$ cat src/rtl/xor_vga_ctrl_pkg.sv
// Shared definitions for the xor_vga control sequencer: mode encodings,
// configuration reset defaults, sequencer state encodings and small helpers.
package xor_vga_ctrl_pkg;

    // Pattern mode encodings understood by the xor_vga core
    localparam logic [1:0] MODE_PLAIN_XOR    = 2'd0;
    localparam logic [1:0] MODE_AND          = 2'd1;
    localparam logic [1:0] MODE_XOR_VSCROLL  = 2'd2;
    localparam logic [1:0] MODE_AND_VSCROLL  = 2'd3;

    // Reset defaults for the user-editable configuration
    localparam logic [1:0] MODE_RST    = MODE_PLAIN_XOR;
    localparam logic [2:0] SPEED_RST   = 3'd1;
    localparam logic [2:0] PALETTE_RST = 3'd0;

    // Commit sequencer state encodings
    localparam logic [1:0] ST_RUN     = 2'd0;
    localparam logic [1:0] ST_PENDING = 2'd1;
    localparam logic [1:0] ST_COMMIT  = 2'd2;

    // One complete configuration word as seen by the pattern core
    typedef struct packed {
        logic [1:0] mode;
        logic [2:0] speed;
        logic [2:0] palette;
    } cfg_t;

    localparam cfg_t CFG_RST = '{mode: MODE_RST, speed: SPEED_RST, palette: PALETTE_RST};

    // Speed advances by one and wraps from the configured maximum back to frozen
    function automatic logic [2:0] speed_inc(input logic [2:0] speed, input logic [2:0] max_speed);
        logic [2:0] nxt;
        if (speed >= max_speed) begin
            nxt = 3'd0;
        end else begin
            nxt = speed + 3'd1;
        end
        return nxt;
    endfunction

    // Modes with bit 1 set also scroll vertically
    function automatic logic mode_has_vscroll(input logic [1:0] mode);
        return mode[1];
    endfunction

endpackage

$ cat src/rtl/xor_vga_ctrl_button_debounce.sv
// Raw push-button conditioning: 2-FF synchroniser, stability counter and
// rising-edge detector. The accepted level only moves once the synchronised
// input has disagreed with it for DEBOUNCE_CYCLES consecutive samples.
module button_debounce #(
    parameter int DEBOUNCE_CYCLES = 315000
) (
    input  logic clk,
    input  logic reset,
    input  logic btn,
    output logic level,
    output logic press
);

    localparam int               CNT_W    = $clog2(DEBOUNCE_CYCLES + 1);
    localparam logic [CNT_W-1:0] CNT_ZERO = {CNT_W{1'b0}};
    localparam logic [CNT_W-1:0] CNT_ONE  = CNT_W'(1);
    localparam logic [CNT_W-1:0] CNT_LAST = CNT_W'(DEBOUNCE_CYCLES - 1);

    logic             sync_meta_r;
    logic             sync_r;
    logic [CNT_W-1:0] cnt_r;
    logic             level_r;
    logic             press_r;
    logic             differ_s;
    logic             settle_s;

    // Detect a disagreement and the sample on which it has lasted long enough
    always_comb begin
        differ_s = sync_r ^ level_r;
        settle_s = differ_s & (cnt_r == CNT_LAST);
    end

    // Two-stage synchroniser for the asynchronous button
    always_ff @(posedge clk or posedge reset) begin
        if (reset) begin
            sync_meta_r <= 1'b0;
            sync_r      <= 1'b0;
        end else begin
            sync_meta_r <= btn;
            sync_r      <= sync_meta_r;
        end
    end

    // Count consecutive samples that disagree with the accepted level
    always_ff @(posedge clk or posedge reset) begin
        if (reset) begin
            cnt_r <= CNT_ZERO;
        end else if (!differ_s || settle_s) begin
            cnt_r <= CNT_ZERO;
        end else begin
            cnt_r <= cnt_r + CNT_ONE;
        end
    end

    // Accept the new level and flag a 0->1 transition as a one-cycle press
    always_ff @(posedge clk or posedge reset) begin
        if (reset) begin
            level_r <= 1'b0;
            press_r <= 1'b0;
        end else if (settle_s) begin
            level_r <= sync_r;
            press_r <= sync_r;
        end else begin
            level_r <= level_r;
            press_r <= 1'b0;
        end
    end

    assign level = level_r;
    assign press = press_r;

endmodule

$ cat src/rtl/xor_vga_ctrl.sv
// Control sequencer for the xor_vga pattern core. Button presses edit a
// shadow configuration; the edit reaches the active outputs only after a
// frame_start, so the picture never changes mid-frame. Scroll offsets
// advance once per frame using the speed active before any commit.
module xor_vga_ctrl
    import xor_vga_ctrl_pkg::*;
#(
    parameter int DEBOUNCE_CYCLES = 315000,
    parameter int MAX_SPEED       = 7,
    parameter int SCROLL_W        = 10
) (
    input  logic                clk,
    input  logic                reset,
    input  logic                but1,
    input  logic                but2,
    input  logic                but3,
    input  logic                frame_start,
    output logic [1:0]          mode,
    output logic [2:0]          speed,
    output logic [2:0]          palette,
    output logic [SCROLL_W-1:0] scroll_x,
    output logic [SCROLL_W-1:0] scroll_y,
    output logic                cfg_update
);

    localparam logic [2:0]          MAX_SPEED_L = 3'(MAX_SPEED);
    localparam logic [SCROLL_W-1:0] SCROLL_RST  = {SCROLL_W{1'b0}};

    logic [2:0]          level_s;
    logic [2:0]          press_s;
    logic                any_press_s;
    cfg_t                shadow_r;
    cfg_t                shadow_next_s;
    cfg_t                active_r;
    logic [1:0]          state_r;
    logic [1:0]          state_next_s;
    logic                cfg_update_r;
    logic [SCROLL_W-1:0] scroll_x_r;
    logic [SCROLL_W-1:0] scroll_y_r;
    logic [SCROLL_W-1:0] scroll_step_s;

    // Button conditioning: index 0 = mode, 1 = speed, 2 = palette
    button_debounce #(.DEBOUNCE_CYCLES(DEBOUNCE_CYCLES)) u_deb_mode (
        .clk   (clk),
        .reset (reset),
        .btn   (but1),
        .level (level_s[0]),
        .press (press_s[0])
    );

    button_debounce #(.DEBOUNCE_CYCLES(DEBOUNCE_CYCLES)) u_deb_speed (
        .clk   (clk),
        .reset (reset),
        .btn   (but2),
        .level (level_s[1]),
        .press (press_s[1])
    );

    button_debounce #(.DEBOUNCE_CYCLES(DEBOUNCE_CYCLES)) u_deb_palette (
        .clk   (clk),
        .reset (reset),
        .btn   (but3),
        .level (level_s[2]),
        .press (press_s[2])
    );

    // Next shadow configuration from this cycle's press pulses
    always_comb begin
        shadow_next_s = shadow_r;
        any_press_s   = |press_s;
        if (press_s[2] && level_s[0]) begin
            // palette press while the mode button is held restores defaults
            shadow_next_s = CFG_RST;
        end else begin
            if (press_s[0]) begin
                shadow_next_s.mode = shadow_r.mode + 2'd1;
            end else begin
                shadow_next_s.mode = shadow_r.mode;
            end
            if (press_s[1]) begin
                shadow_next_s.speed = speed_inc(shadow_r.speed, MAX_SPEED_L);
            end else begin
                shadow_next_s.speed = shadow_r.speed;
            end
            if (press_s[2]) begin
                shadow_next_s.palette = shadow_r.palette + 3'd1;
            end else begin
                shadow_next_s.palette = shadow_r.palette;
            end
        end
    end

    // Commit sequencer: a press in RUN always waits for a later frame_start
    always_comb begin
        state_next_s = state_r;
        case (state_r)
            ST_RUN: begin
                if (any_press_s) begin
                    state_next_s = ST_PENDING;
                end else begin
                    state_next_s = ST_RUN;
                end
            end
            ST_PENDING: begin
                if (frame_start) begin
                    state_next_s = ST_COMMIT;
                end else begin
                    state_next_s = ST_PENDING;
                end
            end
            ST_COMMIT: begin
                if (any_press_s) begin
                    state_next_s = ST_PENDING;
                end else begin
                    state_next_s = ST_RUN;
                end
            end
            default: begin
                state_next_s = ST_RUN;
            end
        endcase
    end

    // Per-frame scroll increment derived from the currently active speed
    always_comb begin
        scroll_step_s = SCROLL_W'(active_r.speed);
    end

    // Shadow configuration and sequencer state registers
    always_ff @(posedge clk or posedge reset) begin
        if (reset) begin
            shadow_r <= CFG_RST;
            state_r  <= ST_RUN;
        end else begin
            shadow_r <= shadow_next_s;
            state_r  <= state_next_s;
        end
    end

    // Active configuration: loaded from the shadow value held at the start of COMMIT
    always_ff @(posedge clk or posedge reset) begin
        if (reset) begin
            active_r     <= CFG_RST;
            cfg_update_r <= 1'b0;
        end else if (state_r == ST_COMMIT) begin
            active_r     <= shadow_r;
            cfg_update_r <= 1'b1;
        end else begin
            active_r     <= active_r;
            cfg_update_r <= 1'b0;
        end
    end

    // Scroll accumulators advance once per frame, wrapping naturally at 2^SCROLL_W
    always_ff @(posedge clk or posedge reset) begin
        if (reset) begin
            scroll_x_r <= SCROLL_RST;
            scroll_y_r <= SCROLL_RST;
        end else if (frame_start) begin
            scroll_x_r <= scroll_x_r + scroll_step_s;
            if (mode_has_vscroll(active_r.mode)) begin
                scroll_y_r <= scroll_y_r + scroll_step_s;
            end else begin
                scroll_y_r <= scroll_y_r;
            end
        end else begin
            scroll_x_r <= scroll_x_r;
            scroll_y_r <= scroll_y_r;
        end
    end

    assign mode       = active_r.mode;
    assign speed      = active_r.speed;
    assign palette    = active_r.palette;
    assign scroll_x   = scroll_x_r;
    assign scroll_y   = scroll_y_r;
    assign cfg_update = cfg_update_r;

endmodule
$ cat config.mk
export PLATFORM = sky130hd
export DESIGN_NAME = xor_vga_ctrl
export DESIGN_NICKNAME = d
export VERILOG_FILES = /design/src/rtl/xor_vga_ctrl_pkg.sv /design/src/rtl/xor_vga_ctrl_button_debounce.sv /design/src/rtl/xor_vga_ctrl.sv
export SDC_FILE = /design/constraint.sdc
export NUM_CORES = 1
export LEC_CHECK = 0
export CORE_AREA = 5 5 102 104
export CTS_BUF_LIST = sky130_fd_sc_hd__clkbuf_2
export DETAILED_ROUTE_END_ITERATION = 10
export DIE_AREA = 0 0 107 109
export PLACE_DENSITY = 0.78
export SYNTH_ARGS = -nofsm -noshare
export SYNTH_HDL_FRONTEND = slang
export SYNTH_SLANG_ARGS = --single-unit
$ cat constraint.sdc
create_clock -name clk -period 4.3 [get_ports clk]
set_input_delay 1.29 -clock clk [delete_from_list [all_inputs] [get_ports clk]]
set_output_delay 1.29 -clock clk [all_outputs]
set_load 0.02 [all_outputs]
==> results of run 1 <==
kinds of logic (layout without fill, tap and decap cells):
family / count (synthesis) / after routing / synth area share, %
fa+ha+maj: 14 / 14 / 3.77
simple gates: 203 / 203 / 20.6
mux: 16 / 16 / 3.52
compound gates: 39 / 39 / 5.01
xor+xnor: 62 / 62 / 10.8
flops: 108 / 108 / 53.6
buf+inv: 34 / 76 / 2.70
layout by cell type (no fill, tap or decap), types with 13 or more instances in the layout:
| master | instances |
|---|---|
| nand3_1 | 23 |
| a21oi_1 | 13 |
| inv_1 | 23 |
| nor4_1 | 15 |
| nand4_1 | 21 |
| xnor2_1 | 37 |
| xor2_1 | 25 |
| dfrtp_1 | 106 |
| clkdlybuf4s50_1 | 34 |
| o21ai_0 | 13 |
| nand2_1 | 24 |
| nor2_1 | 67 |
| mux2_2 | 14 |
path summary, 6_finish.rpt:
path	startpoint	end	slack, ns	depth (start not counted)
max	speed[0]$_DFFE_PP1P_	speed[0]	1.24	1
min reg2reg	u_deb_speed.sync_meta_r$_DFF_PP0_	u_deb_speed.sync_r$_DFF_PP0_	0.39	0
min in group asynchronous	reset	u_deb_speed.sync_r$_DFF_PP0_	1.17	2
max reg2reg	u_deb_speed.cnt_r[8]$_DFF_PP0_	u_deb_speed.cnt_r[11]$_DFF_PP0_	2.02	4
max in group asynchronous	reset	speed[0]$_DFFE_PP1P_	2.37	3
min	u_deb_speed.sync_meta_r$_DFF_PP0_	u_deb_speed.sync_r$_DFF_PP0_	0.39	0
metrics by stage:
stage / area (µm²) / setup slack [ns] / power [W] / hold WS [ns] / util, %
2_1_floorplan: 5050 / 0.168 / 0.00109 / 0.331 / -
3_3_place_gp: 5510 / 1.51 / 0.00110 / 0.336 / 58.3
3_5_place_dp: 5510 / 1.39 / 0.00111 / 0.336 / 58.3
4_1_cts: 5620 / 1.21 / 0.00155 / 0.382 / 59.4
5_1_grt: 5620 / 1.18 / 0.00160 / 0.395 / 59.4
6_report: 5620 / 1.24 / 0.00154 / 0.389 / 59.4
final cells by class:
cell class / instances / area share [%]
sequential: 108 / 48.2
multi-input combinational: 334 / 39.2
timing repair buffer: 36 / 6.55
tap: 114 / 2.54
inverter: 24 / 1.65
clock inverter: 6 / 0.980
clock buffer: 10 / 0.891
where the power goes:
part           internal (W)  switching [W]  leakage [nW]
Sequential          0.00103     0.00000998          1.47
Clock              0.000132       0.000316        0.0684
Combinational     0.0000153      0.0000350         0.913
registers in the layout, indices dropped and copies added (netlist names), 2 cells and up:
signal	cells
shadow_r	8
u_deb_palette.cnt_r	19
u_deb_mode.cnt_r	19
palette	3
scroll_y	10
scroll_x	10
speed	3
mode	2
state_r	2
u_deb_speed.cnt_r	19
metal layers:
layer | up-vias | routed length (µm) | global-route usage, % | part of all wire, %
li1 | 1724 | - | - | -
met1 | 1755 | 4380 | 21.8 | 47
met2 | 62 | 4470 | 29.2 | 48
met3 | 14 | 300 | 2.66 | 3.2
met4 | 0 | 131 | 6.48 | 1.4
met5 | - | 0 | 0 | 0
==> flow_summary.json, run 1 <==
{
  "drtIter0Drc": 118,
  "synth_edf_count": 0,
  "fillers": 804,
  "yosysUniqueCellTypes": 47,
  "yosysSeqAreaShare_pct": 53.6,
  "synth.top_cells.by_count": "106 x dfrtp_1, 67 x nor2_1, 37 x xnor2_1",
  "syn2layout_area_growth_pct": 11.3,
  "layout.nets": 533,
  "stdcell_count": 632,
  "grt_pass1_vias": 3556,
  "worst-path-buf-inv": 1,
  "gp_congestion": 0.803,
  "grt_pass1_wl_um": 16200,
  "cts_setup_buffers": 0,
  "fin_skew_ns": 0.0420,
  "cts_tree": "yes",
  "core_um2": 9460,
  "vias": 3555,
  "cts_made_buffers": 9,
  "crit_path_end_kind": "output pin",
  "root_buffer": "clkbuf_2",
  "hold_class": "reg2reg",
  "cts_hold_buf": 0,
  "portBuffers": 34,
  "antenna_found_initial": 0,
  "die_y_um": 109,
  "grtUsageTotal_pct": 17.0,
  "status": "finished, final reports clean",
  "clk_latency_ns": 0.54,
  "cts.sinks": 108,
  "drcViolationCount": 0,
  "startpoint_type": "flip-flop",
  "die-area_um2": 11700,
  "synthFlopType": "dfrtp_1",
  "htree_num_levels": 3,
  "grt-ovfl-total": 0,
  "drtAntennaViolNets": 0,
  "postCtsResizedCells": 0,
  "synth_cells": 476,
  "setup_viol": 0,
  "drt-total-wl_um": 9280,
  "fin_crit_ns": 3.06,
  "async_flop_share_pct": 100,
  "dp_hpwl_um": 6460,
  "yosysMostFrequentCell": "dfrtp_1",
  "relSlewSlack_pct": 27.6,
  "netlist_top_cells_area": "dfrtp_1 53%, xnor2_1 6.4%, nor2_1 5.0%, xor2_1 4.3%, mux2_2 3.1%",
  "placedCellCount": 616,
  "hold_violations": 0,
  "pin_count": 35,
  "max_cap_viol_count": 0,
  "yosys.area.top_type": "dfrtp_1",
  "multi_input_area_um2": 2200,
  "die_x_um": 107,
  "grt_max_degree": 59,
  "critPathRequiredTime_ns": 3.01,
  "max_freq_mhz": 327,
  "fin_crit_sh_pct": 71.1,
  "ys_warn_count": 0,
  "worstPathArrival_ns": 1.77,
  "ir_drop_uv": 176,
  "critPathMaxFanout": 4,
  "synth_fp_nets": 496,
  "syn_area_per_cell_um2": 10.6,
  "crit_family": "flip-flops",
  "num_antenna_cells": 0,
  "slew_viol_final": 0,
  "netlist_area_um2": 5050,
  "synth_top_cell_area_share_pct": 52.6,
  "layout-drive-gt1-share_pct": 7.72,
  "via_per_inst": 5.63,
  "worstSetupPathType": "reg2out",
  "crit_path_top_delay_cell": "dfstp_2",
  "rows": 36,
  "leakage_nw": 2.45,
  "worst_pin_slew_ns": 1.08,
  "tns_ns": 0,
  "rsz0062_at_grt": "no",
  "p_per_area_nw_per_um2": 273,
  "slowest_delay_ns": 0.62,
  "drt_pass1_iterations": 7,
  "cts.clk_slew.worst_paths_ns": 0.27,
  "regArea_um2": 2710,
  "initial_utilization_pct": 53.3,
  "ys_seq_elements": 108,
  "cts_buffer_depth": 2,
  "path_cells": "clkdlybuf4s50_1",
  "wire_per_inst_um": 14.7
}
Note: power is estimated with default switching activity, not from simulation.
==> run 2: changes to the inputs <==
==> constraint.sdc (replaced) <==
create_clock -name clk -period 2.7 [get_ports clk]
set_input_delay 0.81 -clock clk [delete_from_list [all_inputs] [get_ports clk]]
set_output_delay 0.81 -clock clk [all_outputs]
set_load 0.02 [all_outputs]
==> flow_summary.json, run 2 (synthesis gave the netlist of run 1 again) <==
{
  "gp_congestion": 0.882,
  "grt_max_degree": 66,
  "mostFrequentLayoutCells": "106 x dfrtp_1, 67 x nor2_1, 37 x xnor2_1, 34 x clkdlybuf4s50_1, 25 x xor2_1",
  "antenna_found_initial": 0,
  "num_antenna_cells": 0,
  "startpoint_type": "flip-flop",
  "drtIter0Drc": 141,
  "rsz0062_at_grt": "no",
  "clk_latency_ns": 0.56,
  "die-area_um2": 11700,
  "placed_area_um2": 5560,
  "power.switching_w": 0.000567,
  "grt_pass1_wl_um": 16400,
  "worst-path-buf-inv": 1,
  "path_cells": "clkdlybuf4s50_1",
  "cts_hold_buf": 0,
  "worstSetupPathType": "reg2out",
  "drt-total-wl_um": 9270,
  "die_x_um": 107,
  "initial_utilization_pct": 53.3,
  "max_freq_mhz": 388,
  "worst_pin_slew_ns": 0.827,
  "pin_count": 35,
  "rows": 36,
  "finalPower_w": 0.00234,
  "p_seq_share_pct": 70.5,
  "switching_share_pct": 24.2,
  "drtAntennaViolNets": 0,
  "fin_crit_ns": 2.58,
  "status": "finished, final reports clean",
  "crit_family": "flip-flops",
  "dp_hpwl_um": 6730,
  "internal_power_w": 0.00178,
  "hold_class": "reg2reg",
  "comb_power_share_pct": 3.7,
  "root_buffer": "clkbuf_2",
  "fin_crit_sh_pct": 95.5,
  "crit_path_top_delay_cell": "dfstp_2",
  "drt_pass1_iterations": 4,
  "slew_viol_final": 0,
  "drcViolationCount": 0,
  "hold_violations": 0,
  "slowest_delay_ns": 0.62,
  "setup_viol": 0,
  "die_y_um": 109,
  "reg.largest.list": "u_deb_mode.cnt_r (19), u_deb_palette.cnt_r (19), u_deb_speed.cnt_r (19)",
  "grt_pass1_vias": 3676,
  "grt-ovfl-total": 0,
  "core_um2": 9460,
  "critPathRequiredTime_ns": 1.89,
  "cts_setup_buffers": 0,
  "fin_skew_ns": 0.0210,
  "final_common_cell": "dfrtp_1",
  "postCtsResizedCells": 0,
  "worstPathArrival_ns": 1.77,
  "crit_path_end_kind": "output pin",
  "max_cap_viol_count": 0,
  "leakage_nw": 2.46,
  "p_clk_share_pct": 25.8,
  "htree_num_levels": 3,
  "relSlewSlack_pct": 44.3,
  "cts_buffer_depth": 2,
  "critPathMaxFanout": 4,
  "cts.sinks": 108,
  "layout-drive-gt1-share_pct": 8.64,
  "vias": 3590,
  "cts_made_buffers": 9,
  "tns_ns": 0,
  "portBuffers": 34,
  "cts.clk_slew.worst_paths_ns": 0.25,
  "cts_tree": "yes",
  "design_area_um2": 5630,
  "grtUsageTotal_pct": 17.4,
  "syn2layout_area_growth_pct": 11.7,
  "layout.nets": 537,
  "wire_per_inst_um": 14.6,
  "p_per_area_nw_per_um2": 416,
  "via_per_inst": 5.65,
  "finish.utilization_pct": 59.6,
  "ir_drop_uv": 210
}
==> run 2: cell types whose count changed in the layout (fill, tap and decap cells not counted), sizes merged <==
cell / delta
buf: +4
bufinv: -1
clkbuf: -1
clkinv: +1
clkinvlp: +1
inv: -1
==> run 2: power groups by stage <==
stage	Sequential (W)	Clock (W)	Combinational [W]
3_5_place_dp	0.00168	0	0.0000890
4_1_cts	0.00165	0.000631	0.0000893
5_1_grt	0.00166	0.000692	0.0000994
3_3_place_gp	0.00168	0	0.0000870
6_report	0.00165	0.000605	0.0000860
2_1_floorplan	0.00168	0	0.0000562
==> run 2: path summary, 6_finish.rpt <==
| path | from | end | slack [ns] | cells past startpoint |
|---|---|---|---|---|
| max in group asynchronous | reset | u_deb_speed.cnt_r[8]$_DFF_PP0_ | 1.74 | 3 |
| hold reg to reg | u_deb_speed.sync_meta_r$_DFF_PP0_ | u_deb_speed.sync_r$_DFF_PP0_ | 0.39 | 0 |
| setup / recovery | speed[0]$_DFFE_PP1P_ | speed[0] | 0.12 | 1 |
| min in group asynchronous | reset | u_deb_mode.cnt_r[1]$_DFF_PP0_ | 0.64 | 3 |
| hold / removal | u_deb_speed.sync_meta_r$_DFF_PP0_ | u_deb_speed.sync_r$_DFF_PP0_ | 0.39 | 0 |
| setup reg to reg | u_deb_palette.cnt_r[8]$_DFF_PP0_ | u_deb_palette.level$_DFFE_PP0P_ | 0.47 | 4 |
==> run 2: area by class of cell <==
class	count	area (µm²)
timing repair buffer	40	410
fill	784	3820
clock inverter	6	32.5
multi-input combinational	334	2200
sequential	108	2710
tap	114	143
inverter	24	93.8
clock buffer	9	45.0
==> run 2: metrics by stage <==
stage	hold WS, ns	std cells	worst slack, ns
after floorplan	0.331	476	0.590
after global placement	0.337	620	0.568
after detailed placement	0.336	620	0.511
after CTS	0.385	635	0.0819
after global routing	0.402	635	0.0466
final	0.385	635	0.123
==> run 2: layer usage <==
layer	share of wire, %	routed length (µm)	GRT usage [%]
met3	3.5	327	2.96
met4	2.0	183	7.49
met5	0	0	0
met1	45	4200	22.2
met2	49	4560	29.4
